`src/rtl/alu_issue_ctrl.sv`:
```
// alu_issue_ctrl: issues register-addressed instructions to an external
// combinational 4-bit ALU and writes the result back to a small register file.
//
// Ports:
//   clk, rst                  clock, synchronous active-high reset
//   instr_valid/instr_ready   instruction handshake (ready only in IDLE)
//   instr_op/rd/rs1/rs2       opcode, destination and source registers
//   wr_en/wr_addr/wr_data     direct register preload (honoured in IDLE only)
//   rd_addr/rd_data           combinational register readback
//   alu_a/alu_b/alu_op        registered operands and opcode to the ALU
//   alu_res/alu_flag          ALU result and {zero,carry}
//   res_out/flag_out          last captured result and flags
//   done                      one-cycle writeback pulse
//   busy                      high in ISSUE and CAPTURE
//   clr_flags/flags_sticky    sticky {zero,carry} accumulator
//
// Optional feature macro: ALU_STICKY_FLAGS_EN (sticky flags; tied to 0 when
// undefined, and clr_flags is then ignored).

module alu_issue_ctrl #(
    parameter int WIDTH = 4,
    parameter int NREGS = 4,
    parameter int AW    = 2
) (
    input  logic             clk,
    input  logic             rst,
    input  logic             instr_valid,
    output logic             instr_ready,
    input  logic [2:0]       instr_op,
    input  logic [AW-1:0]    instr_rd,
    input  logic [AW-1:0]    instr_rs1,
    input  logic [AW-1:0]    instr_rs2,
    input  logic             wr_en,
    input  logic [AW-1:0]    wr_addr,
    input  logic [WIDTH-1:0] wr_data,
    input  logic [AW-1:0]    rd_addr,
    output logic [WIDTH-1:0] rd_data,
    output logic [WIDTH-1:0] alu_a,
    output logic [WIDTH-1:0] alu_b,
    output logic [2:0]       alu_op,
    input  logic [WIDTH-1:0] alu_res,
    input  logic [1:0]       alu_flag,
    output logic [WIDTH-1:0] res_out,
    output logic [1:0]       flag_out,
    output logic             done,
    output logic             busy,
    input  logic             clr_flags,
    output logic [1:0]       flags_sticky
);

    localparam logic [1:0] S_IDLE    = 2'd0;
    localparam logic [1:0] S_ISSUE   = 2'd1;
    localparam logic [1:0] S_CAPTURE = 2'd2;

    logic [1:0]       state;
    logic [WIDTH-1:0] regs [NREGS];
    logic [AW-1:0]    rd_q;

    assign instr_ready = (state == S_IDLE);
    assign busy        = (state == S_ISSUE) || (state == S_CAPTURE);
    assign rd_data     = regs[rd_addr];

    always_ff @(posedge clk) begin
        if (rst) begin
            for (int i = 0; i < NREGS; i++) begin
                regs[i] <= '0;
            end
            state    <= S_IDLE;
            rd_q     <= '0;
            alu_a    <= '0;
            alu_b    <= '0;
            alu_op   <= '0;
            res_out  <= '0;
            flag_out <= '0;
            done     <= 1'b0;
        end else begin
            done <= 1'b0;
            case (state)
                S_IDLE: begin
                    // Operand reads below use the pre-write register values,
                    // so a same-cycle preload to a source is not forwarded.
                    if (wr_en) begin
                        regs[wr_addr] <= wr_data;
                    end
                    if (instr_valid) begin
                        alu_a  <= regs[instr_rs1];
                        alu_b  <= regs[instr_rs2];
                        alu_op <= instr_op;
                        rd_q   <= instr_rd;
                        state  <= S_ISSUE;
                    end
                end
                S_ISSUE: begin
                    // Operands held one full cycle so the ALU settles.
                    state <= S_CAPTURE;
                end
                S_CAPTURE: begin
                    regs[rd_q] <= alu_res;
                    res_out    <= alu_res;
                    flag_out   <= alu_flag;
                    done       <= 1'b1;
                    state      <= S_IDLE;
                end
                default: begin
                    state <= S_IDLE;
                end
            endcase
        end
    end

`ifdef ALU_STICKY_FLAGS_EN
    // Clear takes effect first, so a coincident writeback leaves its flags.
    always_ff @(posedge clk) begin
        if (rst) begin
            flags_sticky <= '0;
        end else if (state == S_CAPTURE) begin
            flags_sticky <= (clr_flags ? 2'b00 : flags_sticky) | alu_flag;
        end else if (clr_flags) begin
            flags_sticky <= '0;
        end
    end
`else
    logic unused_clr_flags;
    assign unused_clr_flags = clr_flags;
    assign flags_sticky     = '0;
`endif

endmodule
```
`config.mk`:
```
export PLATFORM = sky130hd
export DESIGN_NAME = alu_issue_ctrl
export DESIGN_NICKNAME = d
export VERILOG_FILES = /design/src/rtl/alu_issue_ctrl.sv
export SDC_FILE = /design/constraint.sdc
export NUM_CORES = 1
export LEC_CHECK = 0
export CAP_MARGIN = 40
export CORE_ASPECT_RATIO = 0.75
export CORE_MARGIN = 4
export CORE_UTILIZATION = 47
export DETAILED_ROUTE_END_ITERATION = 16
export GPL_TIMING_DRIVEN = 0
export PLACE_DENSITY_LB_ADDON = 0.1
export SLEW_MARGIN = 20
export SYNTH_ARGS = -nofsm -noshare
export SYNTH_HDL_FRONTEND = slang
export SYNTH_SLANG_ARGS = --single-unit
export TNS_END_PERCENT = 50
```
`constraint.sdc`:
```
create_clock -name clk -period 2.3 [get_ports clk]
set_clock_uncertainty 0.05 [all_clocks]
set_input_delay 0.46 -clock clk [delete_from_list [all_inputs] [get_ports clk]]
set_output_delay 0.46 -clock clk [all_outputs]
set_load 0.005 [all_outputs]
```
==> summary.txt <==
Power
  • Pwr Density: roughly 700 mW/mm²
  • Int Pwr: around 1.3 mW
  • P_sw: 0.465 mW
  • Worst VDD drop: approximately 540 µV
  • Combinational Power Share: about a quarter
  • Reg power frac: 45.4%
  • Leakage: approximately 1.0 nW
  • Sw frac: approximately a quarter
  • Clock power frac: a little under a third

Logic synthesis
  • Top FF cell, synth: dfxtp_1
  • Area contributors post-synth: edfxtp_1 25%, dfxtp_1 23%, mux4_1 11%
  • Yosys cell types: 28
  • Post-synth EDFFs: 16
  • Async S/R FF share, synth: 0%
  • Mapped cell area: 0.00192 mm²
  • Syn Area/Cell: around 11 µm²
  • Post-synthesis cell count: about 170
  • Seq/Total Area, Yosys: 48.0%
  • Post-synth top area share: between 20% and 30%
  • Seq cells post-synth: 38
  • Cell taking the most area after synthesis: edfxtp_1
  • Synth warnings: 0

Cells and area
  • Fin area: between 0.002 and 0.003 mm²
  • Most frequent cells in the layout: 47 x clkdlybuf4s50_1, 34 x nand2_1, 22 x dfxtp_1, 18 x a21oi_1
  • Reg area: slightly above 900 µm²
  • Area grow syn2layout: 34.5%
  • Fillers: between 200 and 300
  • Most common cell after layout, fill and taps aside: clkdlybuf4s50_1
  • Share of cells above drive strength 1: a little over a tenth
  • Multi-input gate area: approximately 900 µm²
  • Util after Layout: 67.8%
  • Nets: between 200 and 300
  • Antenna diodes: 0

Timing
  • Slew Limit Headroom: 58.8%
  • Final Hold Viols: 0
  • Setup_tns: 0 ps
  • Max Clock Freq: 461 MHz
  • Fin crit period: between 2000 and 2500 ps
  • Worst setup margin: roughly 130 ps
  • Endpoints failing setup: 0
  • Tcrit/Tclk final: a little over nine tenths
  • RSZ-0062 raised after global routing: no
  • Slew Limit Fails: 0
  • Worst Tran Pin Value: slightly above 600 ps
  • Hold_ws: 406 ps

Die
  • Initial Util: between 50% and 60%
  • Die W: 81.7 µm
  • Die area: 0.00517 mm²
  • # rows: 19
  • Core area: between 0.003 and 0.004 mm²
  • # IOs: 54
  • Die height: roughly 63 µm

Global routing
  • Largest net degree at the start of global routing: 13
  • Number of antenna violations at the first check in global routing: 0
  • First-pass GRT wire length: 6890 µm
  • GRT Util Overall: approximately 17%
  • Vias in the first global route: 1406
  • Grt ovf: 0

Worst hold path
  • Worst hold path class: reg2reg

Routing
  • Post-DRT Antenna Nets: 0
  • First DRT Iteration DRCs: 63
  • Routed vias/inst: 5.24
  • DR pass1 iterations: 4
  • Drt drc: 0
  • Drt total wl: ~4200 µm
  • DR vias: approximately 1.5k
  • Routed len/inst: 14.8 µm

CTS
  • Post-CTS resize count: 3
  • Root buffer cell: clkbuf_8
  • Htree depth: 2
  • Number of setup buffers added after CTS: 0
  • Clock Latency Late Sink: around 290 ps
  • TritonCTS clock tree: done
  • CTS Buf Count: 5
  • CTS sink cnt: 38
  • Clk pin slew, worst setup/hold paths: ~70 ps
  • Hold buffers post-CTS: 0
  • Longest Clk Path Bufs: 2

Worst setup path
  • Crit Path Category: reg2out
  • Critical Path RT: around 1800 ps
  • CP arrival: 1660 ps
  • Crit-path max FO: 3
  • CP Launch Type: register
  • Worst Setup End Kind: output port

Run
  • Max Cap Violations: 0

Placed design
  • Place WS: -290 ps
  • IO Port Bufs: 49
  • GPL Wtd Cong: around 0.80
  • Dpl cell area: roughly 0.0025 mm²
  • Detailed placement HPWL: approximately 3300 µm

Status
  • Status: finished, final reports clean
## logic make-up (layout without fill, tap and decap cells)
kind of cell             after synthesis  after routing  share of synthesized area [%]
adder cells (fa/ha/maj)                4              4                           2.61
multiplexers                          16             16                           17.8
other                                  1              2                          0.196
flip-flops                            38             38                           48.0
buffers and inverters                 17             74                           5.03
AND/OR/NAND/NOR                       68             68                           17.2
AO/OA/AOI/OAI                         27             27                           9.14
## critical path: stages, from the launching register on
cell and delay (ps):
edfxtp_1 440, mux4_2 480, clkdlybuf4s50_1 460
## Yosys cell counts, types with 5 or more instances
cell type / instances
nand2b_1: 6
inv_1: 7
dfxtp_1: 22
nand2_1: 34
edfxtp_1: 16
a21oi_1: 18
mux4_1: 8
nand4b_1: 5
nor2_1: 16
## worst paths after layout
path                                 start                     to  slack, ps  cells past startpoint
setup / recovery  regs[0][3]$_SDFFCE_PN0P_             rd_data[3]        130                      2
hold reg to reg      alu_a[2]$_SDFFE_PP0P_  alu_a[2]$_SDFFE_PP0P_        410                      2
setup reg to reg     state[1]$_SDFFE_PP0P_   regs[3][1]$_DFFE_PP_        180                      6
hold / removal       alu_a[2]$_SDFFE_PP0P_  alu_a[2]$_SDFFE_PP0P_        410                      2
## final cells by class
class	count	share of cell area, %
sequential	38	35.7
multi-input combinational	117	35.0
timing repair buffer	49	18.8
buffer	10	2.72
clock buffer	5	2.67
tap	52	2.52
clock inverter	3	1.55
inverter	7	1.02
## registers in the layout, indices dropped and copies added (netlist names)
register,count
alu_a,4
alu_b,4
alu_op,3
done,1
flag_out,2
rd_q,2
regs,16
res_out,4
state,2
## power groups by stage
stage | registers, mW | logic [mW] | clock network (mW)
2_1_floorplan | 0.818 | 0.246 | 0
3_5_place_dp | 0.833 | 0.435 | 0
4_1_cts | 0.817 | 0.436 | 0.559
6_report | 0.817 | 0.432 | 0.552
3_3_place_gp | 0.827 | 0.423 | 0
5_1_grt | 0.827 | 0.479 | 0.593
## routing by layer
layer | routed length [µm] | track usage, %
met4 | 51 | 4.56
met3 | 311 | 4.70
met2 | 2000 | 27.0
met1 | 1800 | 23.8
met5 | 0 | 0
## stage by stage
stage	power [mW]	instances
final	1.80	281
after global routing	1.90	281
after CTS	1.81	281
after detailed placement	1.27	273
after global placement	1.25	273
after floorplan	1.06	172
Note: power is estimated with default switching activity, not from simulation.
